## config.mk

```make
export PLATFORM = sky130hd
export DESIGN_NAME = alu_issue_ctrl
export DESIGN_NICKNAME = d
export VERILOG_FILES = /design/src/rtl/alu_issue_ctrl.sv
export SDC_FILE = /design/constraint.sdc
export NUM_CORES = 1
export LEC_CHECK = 0
export ABC_AREA = 1
export ABC_CLOCK_PERIOD_IN_PS = 1950
export CORE_UTILIZATION = 35
export DETAILED_ROUTE_END_ITERATION = 8
export MAX_ROUTING_LAYER = met4
export PLACE_DENSITY = 0.73
export SLEW_MARGIN = 20
export SYNTH_ARGS = -nofsm -noshare
export SYNTH_HDL_FRONTEND = slang
export SYNTH_SLANG_ARGS = --single-unit
```

## constraint.sdc

```tcl
create_clock -name clk -period 1.95 [get_ports clk]
set_input_delay 0.39 -clock clk [delete_from_list [all_inputs] [get_ports clk]]
set_output_delay 0.39 -clock clk [all_outputs]
set_load 0.02 [all_outputs]
```

## src/rtl/alu_issue_ctrl.sv

```systemverilog
// alu_issue_ctrl: accepts one instruction at a time, serialises its source
// operands onto a shared ALU operand bus, waits for the ALU result with a
// timeout, and offers the result (or a timeout error) downstream.
module alu_issue_ctrl #(
  parameter int BUS_WIDTH      = 32,
  parameter int OPCODE_WIDTH   = 4,
  parameter int TIMEOUT_CYCLES = 64
) (
  input  logic                    clk,
  input  logic                    rst_n,
  input  logic                    instr_valid,
  output logic                    instr_ready,
  input  logic [OPCODE_WIDTH-1:0] instr_op,
  input  logic [BUS_WIDTH-1:0]    instr_rs1,
  input  logic [BUS_WIDTH-1:0]    instr_rs2,
  input  logic [BUS_WIDTH-1:0]    instr_imm,
  input  logic                    instr_use_imm,
  output logic [BUS_WIDTH-1:0]    imme_value,
  output logic [BUS_WIDTH-1:0]    rs_data,
  output logic                    rs_data_sel,
  output logic                    rs_data_valid,
  output logic [OPCODE_WIDTH-1:0] op_code,
  input  logic [BUS_WIDTH-1:0]    alu_out,
  input  logic                    alu_valid_out,
  input  logic                    op_done,
  output logic                    res_valid,
  input  logic                    res_ready,
  output logic [BUS_WIDTH-1:0]    res_data,
  output logic                    res_err
);

  typedef enum logic [2:0] {
    IDLE     = 3'd0,
    SEND_RS1 = 3'd1,
    SEND_RS2 = 3'd2,
    WAIT_RES = 3'd3,
    RESP     = 3'd4
  } state_t;

  // Counter value on the last permitted WAIT_RES cycle.
  localparam logic [7:0] TIMEOUT_LAST = 8'(TIMEOUT_CYCLES - 1);

  state_t                  state_q, state_d;

  logic [OPCODE_WIDTH-1:0] op_q;
  logic [BUS_WIDTH-1:0]    rs1_q;
  logic [BUS_WIDTH-1:0]    rs2_q;
  logic [BUS_WIDTH-1:0]    imm_q;
  logic                    use_imm_q;
  logic [7:0]              wait_cnt_q;
  logic                    done_seen_q;
  logic                    hs_done_q;
  logic [BUS_WIDTH-1:0]    res_data_q;
  logic                    res_err_q;

  logic                    accept;
  logic                    alu_hit;
  logic                    timeout;
  logic                    res_fire;
  logic                    resp_exit;

  assign instr_ready = (state_q == IDLE);
  assign accept      = instr_valid && instr_ready;
  assign alu_hit     = (state_q == WAIT_RES) && alu_valid_out;
  assign timeout     = (state_q == WAIT_RES) && !alu_valid_out &&
                       (wait_cnt_q == TIMEOUT_LAST);
  assign res_valid   = (state_q == RESP) && !hs_done_q;
  assign res_fire    = res_valid && res_ready;
  // RESP is left once the result has been taken (now or earlier) and the ALU
  // has signalled completion (earlier or in this very cycle).
  assign resp_exit   = (state_q == RESP) && (res_fire || hs_done_q) &&
                       (done_seen_q || op_done);

  assign res_data    = res_data_q;
  assign res_err     = res_err_q;

  // State register.
  always_ff @(posedge clk or negedge rst_n) begin
    if (!rst_n) begin
      state_q <= IDLE;
    end else begin
      state_q <= state_d;
    end
  end

  // Next-state and operand-bus / ALU control outputs.
  always_comb begin
    state_d       = state_q;
    rs_data       = '0;
    rs_data_sel   = 1'b0;
    rs_data_valid = 1'b0;
    op_code       = '0;
    imme_value    = '0;
    unique case (state_q)
      IDLE: begin
        if (accept) state_d = SEND_RS1;
      end
      SEND_RS1: begin
        rs_data       = rs1_q;
        rs_data_valid = 1'b1;
        op_code       = op_q;
        imme_value    = imm_q;
        state_d       = use_imm_q ? WAIT_RES : SEND_RS2;
      end
      SEND_RS2: begin
        rs_data       = rs2_q;
        rs_data_sel   = 1'b1;
        rs_data_valid = 1'b1;
        op_code       = op_q;
        imme_value    = imm_q;
        state_d       = WAIT_RES;
      end
      WAIT_RES: begin
        op_code    = op_q;
        imme_value = imm_q;
        if (alu_valid_out || timeout) state_d = RESP;
      end
      RESP: begin
        op_code    = op_q;
        imme_value = imm_q;
        if (resp_exit) state_d = IDLE;
      end
      default: state_d = IDLE;
    endcase
  end

  // Instruction latches, captured on accept.
  always_ff @(posedge clk or negedge rst_n) begin
    if (!rst_n) begin
      op_q      <= '0;
      rs1_q     <= '0;
      rs2_q     <= '0;
      imm_q     <= '0;
      use_imm_q <= 1'b0;
    end else if (accept) begin
      op_q      <= instr_op;
      rs1_q     <= instr_rs1;
      rs2_q     <= instr_rs2;
      imm_q     <= instr_imm;
      use_imm_q <= instr_use_imm;
    end
  end

  // WAIT_RES cycle counter; zero whenever outside WAIT_RES so it starts
  // from zero on every entry.
  always_ff @(posedge clk or negedge rst_n) begin
    if (!rst_n) begin
      wait_cnt_q <= '0;
    end else if (state_q == WAIT_RES) begin
      wait_cnt_q <= wait_cnt_q + 8'd1;
    end else begin
      wait_cnt_q <= '0;
    end
  end

  // Tracks whether the ALU has reported completion of the current instruction.
  always_ff @(posedge clk or negedge rst_n) begin
    if (!rst_n) begin
      done_seen_q <= 1'b0;
    end else if (accept) begin
      done_seen_q <= 1'b0;
    end else if (timeout) begin
      done_seen_q <= 1'b1;
    end else if (((state_q == WAIT_RES) || (state_q == RESP)) && op_done) begin
      done_seen_q <= 1'b1;
    end
  end

  // Records the downstream handshake so res_valid drops while op_done is
  // still outstanding.
  always_ff @(posedge clk or negedge rst_n) begin
    if (!rst_n) begin
      hs_done_q <= 1'b0;
    end else if (accept || resp_exit) begin
      hs_done_q <= 1'b0;
    end else if (res_fire) begin
      hs_done_q <= 1'b1;
    end
  end

  // Result capture: first ALU result in WAIT_RES, or a zero error result on
  // timeout. Later alu_valid_out pulses do not reach this register.
  always_ff @(posedge clk or negedge rst_n) begin
    if (!rst_n) begin
      res_data_q <= '0;
      res_err_q  <= 1'b0;
    end else if (alu_hit) begin
      res_data_q <= alu_out;
      res_err_q  <= 1'b0;
    end else if (timeout) begin
      res_data_q <= '0;
      res_err_q  <= 1'b1;
    end
  end

endmodule

```

== Word level (Yosys, flattened, before mapping) ==
Index checks and enable logic that the tools add are counted.
W data, S select, Z words.
Storage, ports and cells
  logic and storage cells: 63
  register bits after elaboration: 147
  output and inout port bits: 105
  input bits: 139
Operators by class
  equality and inequality tests: 8
  reductions and logical operators: 23
  muxes and demuxes: 20
  add/subtract/negate cells: 1
Operator list (count)
  $mux W32: 3
  $pmux W32 S2: 1
  $pmux W3 S5: 1
  $mux W1: 10
  $logic_and A1 B1 Y1: 9
  $mux W3: 3
  $add A8 B1 Y8 const B: 1
  $eq A8 B6 Y1 const B: 1
  $mux W8: 1
  $eq A3 B2 Y1 const B: 2
  $logic_or A1 B1 Y1: 5
  $mux W4: 1
  $ne A2 B1 Y1 const B: 2
  $reduce_bool A2 Y1: 2
  $reduce_or A4 Y1: 1
  $eq A3 B1 Y1 const B: 1
  $eq A3 B3 Y1 const B: 1
  $logic_not A3 Y1: 1
  $reduce_and A3 Y1: 1
  $reduce_bool A3 Y1: 1
  $logic_not A1 Y1: 2
  $ne A2 B2 Y1 const B: 1
  $reduce_or A2 Y1: 1

== Logic depth before layout (Yosys ltp) ==
Gate-level depths: netlist (run 1).
  word-level depth: 8
  mapped depth: 9

== Least setup slack after synthesis (run 1) ==
OpenSTA, ideal clock, no wires.
  path type: register -> output
  start: register state_q[1]
  end: output port imme_value[10]
  stages on the path, launching flop included: 7
  setup slack: 0.117 ns
  arrival time: 1.443 ns
  required time: 1.560 ns
  cell sequence: dfrtp_1 inv_1 nand3_1 nand2_1 nor2_4 buf_4 nor2_1
On the way
  word-level cells in the longest chain between the ends: 3
  elaborated cells between the ends (all ways): 6
Ends and longest elaborated chain
  start, declared: RTL line 43  | state_t state_q, state_d;
  start signal, assigned: RTL line 82  | state_q <= state_d;
  $eq A3 B2 Y1 (tied with other cells): RTL line 94  | unique case (state_q)
  $reduce_or A4 Y1 (no line) (*)
  $mux W32 (*): RTL line 94
  end, declared: RTL line 18  | output logic [BUS_WIDTH-1:0] imme_value,
Mark *: on every way between the ends. The rest lies on a longest branch, timed or not.

== Final worst setup path (run 1) ==
  start: register state_q[1]
  end: output port rs_data[31]
On the way
  word-level cells in the longest chain between the ends: 2
  elaborated cells between the ends (all ways): 3
Ends and longest elaborated chain
  $eq A3 B2 Y1 or $eq A3 B1 Y1 (tied branches): RTL line 94
  $pmux W32 S2 (*): RTL line 94
  end, declared: RTL line 19  | output logic [BUS_WIDTH-1:0] rs_data,
Marked as above.

==> results.json, run 1 <==
{
  "r2r_end": "imm_q[13]",
  "io_pins": 244,
  "layout-drive-gt1-share_pct": 23.20,
  "cts.clk_slew.worst_paths_ps": 60,
  "grtUsageTotal_pct": 19.60,
  "min_to": "res_data[22]",
  "ys_seq_elements": 147,
  "slowest_delay_ps": 470,
  "grt_pass1_vias": 5588,
  "clock.fmax_mhz": 477.5,
  "fin_util_pct": 56.89,
  "finalPower_mw": 17.78,
  "nFillCells": 1593,
  "numCtsBuffers": 17,
  "grt_pass1_wl_mm": 27.54,
  "setup_violations": 68,
  "synth_fa_ha_area_share_pct": 0.1950,
  "row_count": 49,
  "slew_viol_final": 0,
  "fin_crit_ps": 2094,
  "synth-simple-area-share_pct": 23.87,
  "irDropWorstVdd_mv": 1.456,
  "die_area_um2": 18880,
  "chipHeight_um": 137.4,
  "worstPathRequired_ps": 1560,
  "synth_top_family_by_area": "simple AND/OR/NAND/NOR gates",
  "htreeDepth": 4,
  "syn_to_final_growth_pct": 59.28,
  "hold_path_class": "flop to flop",
  "leakagePower_nw": 4.970,
  "max-slew-margin-rel_pct": 65.00,
  "cts_tree": "built",
  "grt_antenna_before_repair": 0,
  "grt_max_degree": 56,
  "start_kind": "flop",
  "reg2regPathDepth": 10,
  "finClkSkew_ps": 9.994,
  "overflow": 0,
  "root_buffer": "clkbuf_16",
  "crit_path_top_delay_cell": "dfrtp_2",
  "timing.reg2reg.setup_slack_ps": 250,
  "diodes": 0,
  "crit_path_end_kind": "output port",
  "clk_latency_ps": 420,
  "crit_type": "flop to output port",
  "period_share_pct": 107.4,
  "ant_nets": 0,
  "rsz0062_at_grt": "yes",
  "coreArea_um2": 17960,
  "crit_family": "buffers and inverters",
  "cts_sinks": 147,
  "portBuffers": 243,
  "muxShareOfSynthArea_pct": 0,
  "avgSynthCellArea_um2": 8.442,
  "ys_seq_area_share_pct": 57.33,
  "ys.warnings.count": 0,
  "drv_cap": 0,
  "firstDrtPassIters": 4,
  "synth_compound_area_share_pct": 9.185,
  "wirelength_mm": 17.95,
  "vias": 5698,
  "initial_core_util_pct": 35.72,
  "hp-start": "res_data[22]",
  "synth_xor_xnor_area_share_pct": 0.2730,
  "crit_buf_inv": 4,
  "fp.dieW_um": 137.4,
  "r2r_start": "state_q[1]",
  "synth_cell_types": 29,
  "cts_max_path_buffers": 2,
  "drc": 0,
  "routabilityCongestion": 0.7802,
  "power_density_nw_per_um2": 1739,
  "holdPathStages": 2,
  "wire_per_inst_um": 14.11,
  "hpwl_mm": 11.95,
  "finalSetupTns_ps": -7788,
  "cp_max_fo": 15,
  "nets": 1170,
  "run_status": "finished with violations",
  "arrival_ps": 1700,
  "viasPerCell": 4.480,
  "violations": "negative setup slack",
  "syn_inst": 760,
  "drtIter0Drc": 333,
  "worst_slack_ps": -144.5,
  "crit_chain": "inv_2, nand3_2, buf_6, buf_12, o21ai_1, buf_4",
  "finalHoldViolations": 0,
  "netlist_area_um2": 6416,
  "tightest_slew_ps": 525.0,
  "synth.net_count": 900
}
cell usage after synthesis (all sizes together):
cell | n | area share (%)
inv | 84 | 5.0
nand2 | 315 | 19
nand4 | 1 | 0.098
ha | 1 | 0.19
and3 | 1 | 0.098
buf | 28 | 3.7
xnor2 | 1 | 0.14
xor2 | 1 | 0.14
clkbuf | 8 | 0.47
nor3 | 2 | 0.16
a21oi | 6 | 0.47
nand3 | 8 | 0.82
nor2 | 52 | 3.7
or2 | 1 | 0.098
dfrtp | 147 | 57
a31oi | 1 | 0.098
o21ai | 103 | 8.6
power by group:
group          switching (mW)  total (mW)  leakage (nW)  internal, mW
registers               0.633        5.05          1.84          4.42
logic                    5.47        9.67          2.86          4.20
clock network            1.36        3.06         0.268          1.70
state kept, by name, indices dropped and copies added (netlist names), 3 cells and up:
name,flops
state_q,3
imm_q,32
rs1_q,32
wait_cnt_q,8
res_data,32
op_q,4
rs2_q,32
layer usage:
layer  track usage, %  vias to the layer above  routed length (µm)
met2            31.57                      159                8757
met5                -                        -                   0
li1                 -                     2858                   -
met3            3.753                       18                 958
met4            7.570                        0                 282
met1            24.31                     2663                7952
kinds of logic (layout without fill, tap and decap cells):
logic type,Yosys count,count (layout)
buffers and inverters,120,402
AOI/OAI and AO/OA,110,110
DFF,147,147
and+or+nand+nor,380,381
xor gates and xnor gates,2,2
adders and majority gates,1,1
layout make-up:
| class | instances | area, µm² | share of cell area (%) |
|---|---|---|---|
| clock buffer | 18 | 439.2 | 4.297 |
| multi-input combinational | 494 | 2494 | 24.40 |
| clock inverter | 14 | 116.4 | 1.139 |
| sequential | 147 | 3681 | 36.02 |
| inverter | 84 | 322.8 | 3.159 |
| tap | 229 | 286.5 | 2.804 |
| timing repair buffer | 286 | 2880 | 28.18 |
worst reg2reg max path, cell delays in order (launching register included):
cell and delay [ps]:
dfrtp_2 470, nor2_4 120, buf_4 130, nand2_1 80
inv_2 70, buf_4 110, nand2_4 50, inv_6 190
buf_12 240, nand2_1 100, o21ai_1 80
how the worst max path moves through the flow:
stage / start / cells after the start / end / slack, ps
after floorplan: state_q[1] / 6 / imme_value[10] / 120
after global placement: state_q[0] / 6 / imme_value[31] / -400
after detailed placement: state_q[0] / 6 / imme_value[8] / -520
after CTS: state_q[1] / 6 / rs_data[2] / -150
after global routing: state_q[0] / 7 / imme_value[26] / -230
final: state_q[1] / 6 / rs_data[31] / -140
per-stage QoR:
| stage | hold slack, ps | cell area (µm²) | std cells | setup WS (ps) |
|---|---|---|---|---|
| 4_1_cts | 469.9 | 9876 | 1270 | -154.9 |
| 2_1_floorplan | 94.41 | 6416 | 760 | 117.3 |
| 3_3_place_gp | 388.2 | 9218 | 1224 | -403.8 |
| 6_report | 468.2 | 10220 | 1272 | -144.5 |
| 5_1_grt | 492.0 | 10220 | 1272 | -226.2 |
| 3_5_place_dp | 388.9 | 9218 | 1224 | -522.8 |
what timing repair did:
action / CTS / global route
cloned: 3 / 1
setup endpoints to repair: 72 / 71
setup buffers: 10 / 2
hold buffers: 1 / 0
gates resized for setup: 442 / 92
pin swaps: 3 / 1
hold endpoints to repair: 50 / 0
cell usage in the layout (no fill, tap or decap), drive strengths merged, types with 2 or more instances in the layout:
cell type      instances
clkinvlp               3
o21ai                103
buf                  114
nand3                  8
a21oi                  6
clkdlybuf4s50        170
nor2                  53
clkbuf                19
inv                   91
dfrtp                147
nor3                   2
nand2                315
clkinv                 4
No activity file was read; power rests on OpenSTA's default activity.
==> inputs of run 2 (changes only) <==
==> constraint.sdc (replaced) <==
create_clock -name clk -period 1.95 [get_ports clk]
set_input_delay 0.195 -clock clk [delete_from_list [all_inputs] [get_ports clk]]
set_output_delay 0.195 -clock clk [all_outputs]
set_load 0.02 [all_outputs]
==> run 2 against run 1 <==
  * The flow now finishes without violations
  * Global-route usage is 0.42 points lower
  * Power shrank 6.8%
  * Combinational power fell by 13%
  * Clock skew is 5.2 ps lower
  * Clock power is 5% higher
  * Non-clock buffer count decreased by 13
  * Design area fell by 5.2%
  * Sequential share of layout area is 2.0 points higher
  * Utilization decreased by 2.9 points
  * Via count decreased by 0.79%
  * Critical path depth increased by 2
  * Count of clock-buffer cells in the layout rose by 1
  * Highest routed layer unchanged
==> results.json, run 2 (synthesis gave the netlist of run 1 again) <==
{
  "syn_to_final_growth_pct": 51.05,
  "clk_latency_ps": 410,
  "firstDrtPassIters": 4,
  "root_buffer": "clkbuf_16",
  "vias": 5653,
  "max-slew-margin-rel_pct": 67.18,
  "drc": 0,
  "clock.fmax_mhz": 520.4,
  "cts_max_path_buffers": 2,
  "setup_violations": 0,
  "nFillCells": 1674,
  "leakagePower_nw": 4.736,
  "crit_path_end_kind": "output port",
  "finClkSkew_ps": 4.759,
  "wirelength_mm": 17.38,
  "period_share_pct": 98.53,
  "wire_per_inst_um": 13.81,
  "grt_antenna_before_repair": 0,
  "coreArea_um2": 17960,
  "met2WireLength_mm": 8.178,
  "row_count": 49,
  "maxUsedRoutingLayer": "met4",
  "run_status": "finished clean",
  "post_dp_cell_area_um2": 9140,
  "overflow": 0,
  "io_pins": 244,
  "nets": 1158,
  "fp.dieW_um": 137.4,
  "timing.reg2reg.setup_slack_ps": 260,
  "final_cell_mix": "nand2_1 (301), clkdlybuf4s50_1 (170), dfrtp_1 (145), inv_1 (77), o21ai_1 (59)",
  "finalHoldViolations": 0,
  "arrival_ps": 1730,
  "die_area_um2": 18880,
  "drv_cap": 0,
  "routed-wl-met3_mm": 1.087,
  "worstPathRequired_ps": 1750,
  "grt_max_degree": 51,
  "hold_ws_ps": 296.6,
  "chipHeight_um": 137.4,
  "slew_viol_final": 0,
  "hpwl_mm": 11.61,
  "cts_sinks": 147,
  "routabilityCongestion": 0.7745,
  "drtIter0Drc": 264,
  "portBuffers": 243,
  "viasPerCell": 4.490,
  "pre_cts_slack_ps": -331.3,
  "cp_max_fo": 18,
  "wl_met1_mm": 7.757,
  "grtUsageTotal_pct": 19.18,
  "htreeDepth": 4,
  "start_kind": "flop",
  "crit_type": "flop to output port",
  "r2r_end": "res_data[28]",
  "grt_pass1_vias": 5351,
  "power_density_nw_per_um2": 1709,
  "layout-drive-gt1-share_pct": 17.48,
  "worst_slack_ps": 28.58,
  "finalSetupTns_ps": 0,
  "fin_crit_ps": 1921,
  "reg2regPathDepth": 9,
  "grt_pass1_wl_mm": 26.86,
  "irDropWorstVdd_mv": 1.256,
  "ant_nets": 0,
  "r2r_start": "state_q[0]",
  "cts.clk_slew.worst_paths_ps": 60,
  "diodes": 0,
  "final_common_cell": "nand2_1",
  "tightest_slew_ps": 492.4,
  "cts_tree": "built",
  "rsz0062_at_grt": "yes",
  "initial_core_util_pct": 35.72,
  "hold_path_class": "input pin to asynchronous set/reset pin",
  "numCtsBuffers": 17,
  "final_area_um2": 9692
}
## run 2: repair_timing
| item | CTS | global route |
|---|---|---|
| buffers inserted | 6 | 1 |
| endpoints found under the hold margin | 47 | 0 |
| gates resized for setup | 333 | 50 |
| hold buffers | 1 | 0 |
| pin swaps | 4 | 2 |
| setup endpoints to repair | 72 | 87 |
| cloned | 2 | 1 |
## run 2: how the worst max path moves through the flow
stage	from	end	slack, ps	cells past startpoint
5_1_grt	state_q[2]	op_code[3]	-40	8
2_1_floorplan	state_q[1]	imme_value[10]	310	6
6_report	state_q[2]	imme_value[28]	30	8
4_1_cts	state_q[1]	imme_value[28]	2	7
3_5_place_dp	state_q[0]	imme_value[28]	-330	6
3_3_place_gp	state_q[0]	imme_value[21]	-200	6
## run 2: power breakdown
part	switching, mW	total [mW]	internal, mW
combinational	4.96	8.37	3.41
sequential	0.567	4.99	4.42
clock	1.30	3.21	1.92
total	6.82	16.6	9.74
## run 2: critical path: stages, from the launching register on
cell	delay [ps]
dfrtp_1	390
inv_2	120
buf_4	140
nand3_4	70
nand2_4	120
nor2_4	40
buf_12	150
nor2_1	120
buf_4	160
## run 2: area by class of cell
| class | instances | area [µm²] | share of cell area (%) |
|---|---|---|---|
| Tap cell | 229 | 286.5 | 2.956 |
| Clock buffer | 19 | 442.9 | 4.570 |
| Inverter | 84 | 325.3 | 3.357 |
| Timing Repair Buffer | 273 | 2585 | 26.67 |
| Multi-Input combinational cell | 495 | 2238 | 23.10 |
| Sequential cell | 147 | 3681 | 37.98 |
| Clock inverter | 12 | 132.6 | 1.368 |
## run 2: layer usage
layer / vias up / global-route usage [%]
met4: 0 / 7.082
met5: - / -
met3: 30 / 4.378
met2: 179 / 30.12
li1: 2836 / -
met1: 2608 / 24.11
## run 2: through the flow
| step | cells | total power, mW | utilization [%] |
|---|---|---|---|
| 2_1_floorplan | 760 | 9.671 | - |
| 3_3_place_gp | 1217 | 13.13 | 50.88 |
| 3_5_place_dp | 1217 | 13.32 | 50.88 |
| 4_1_cts | 1257 | 16.35 | 53.15 |
| 5_1_grt | 1259 | 17.74 | 53.95 |
| 6_report | 1259 | 16.56 | 53.95 |
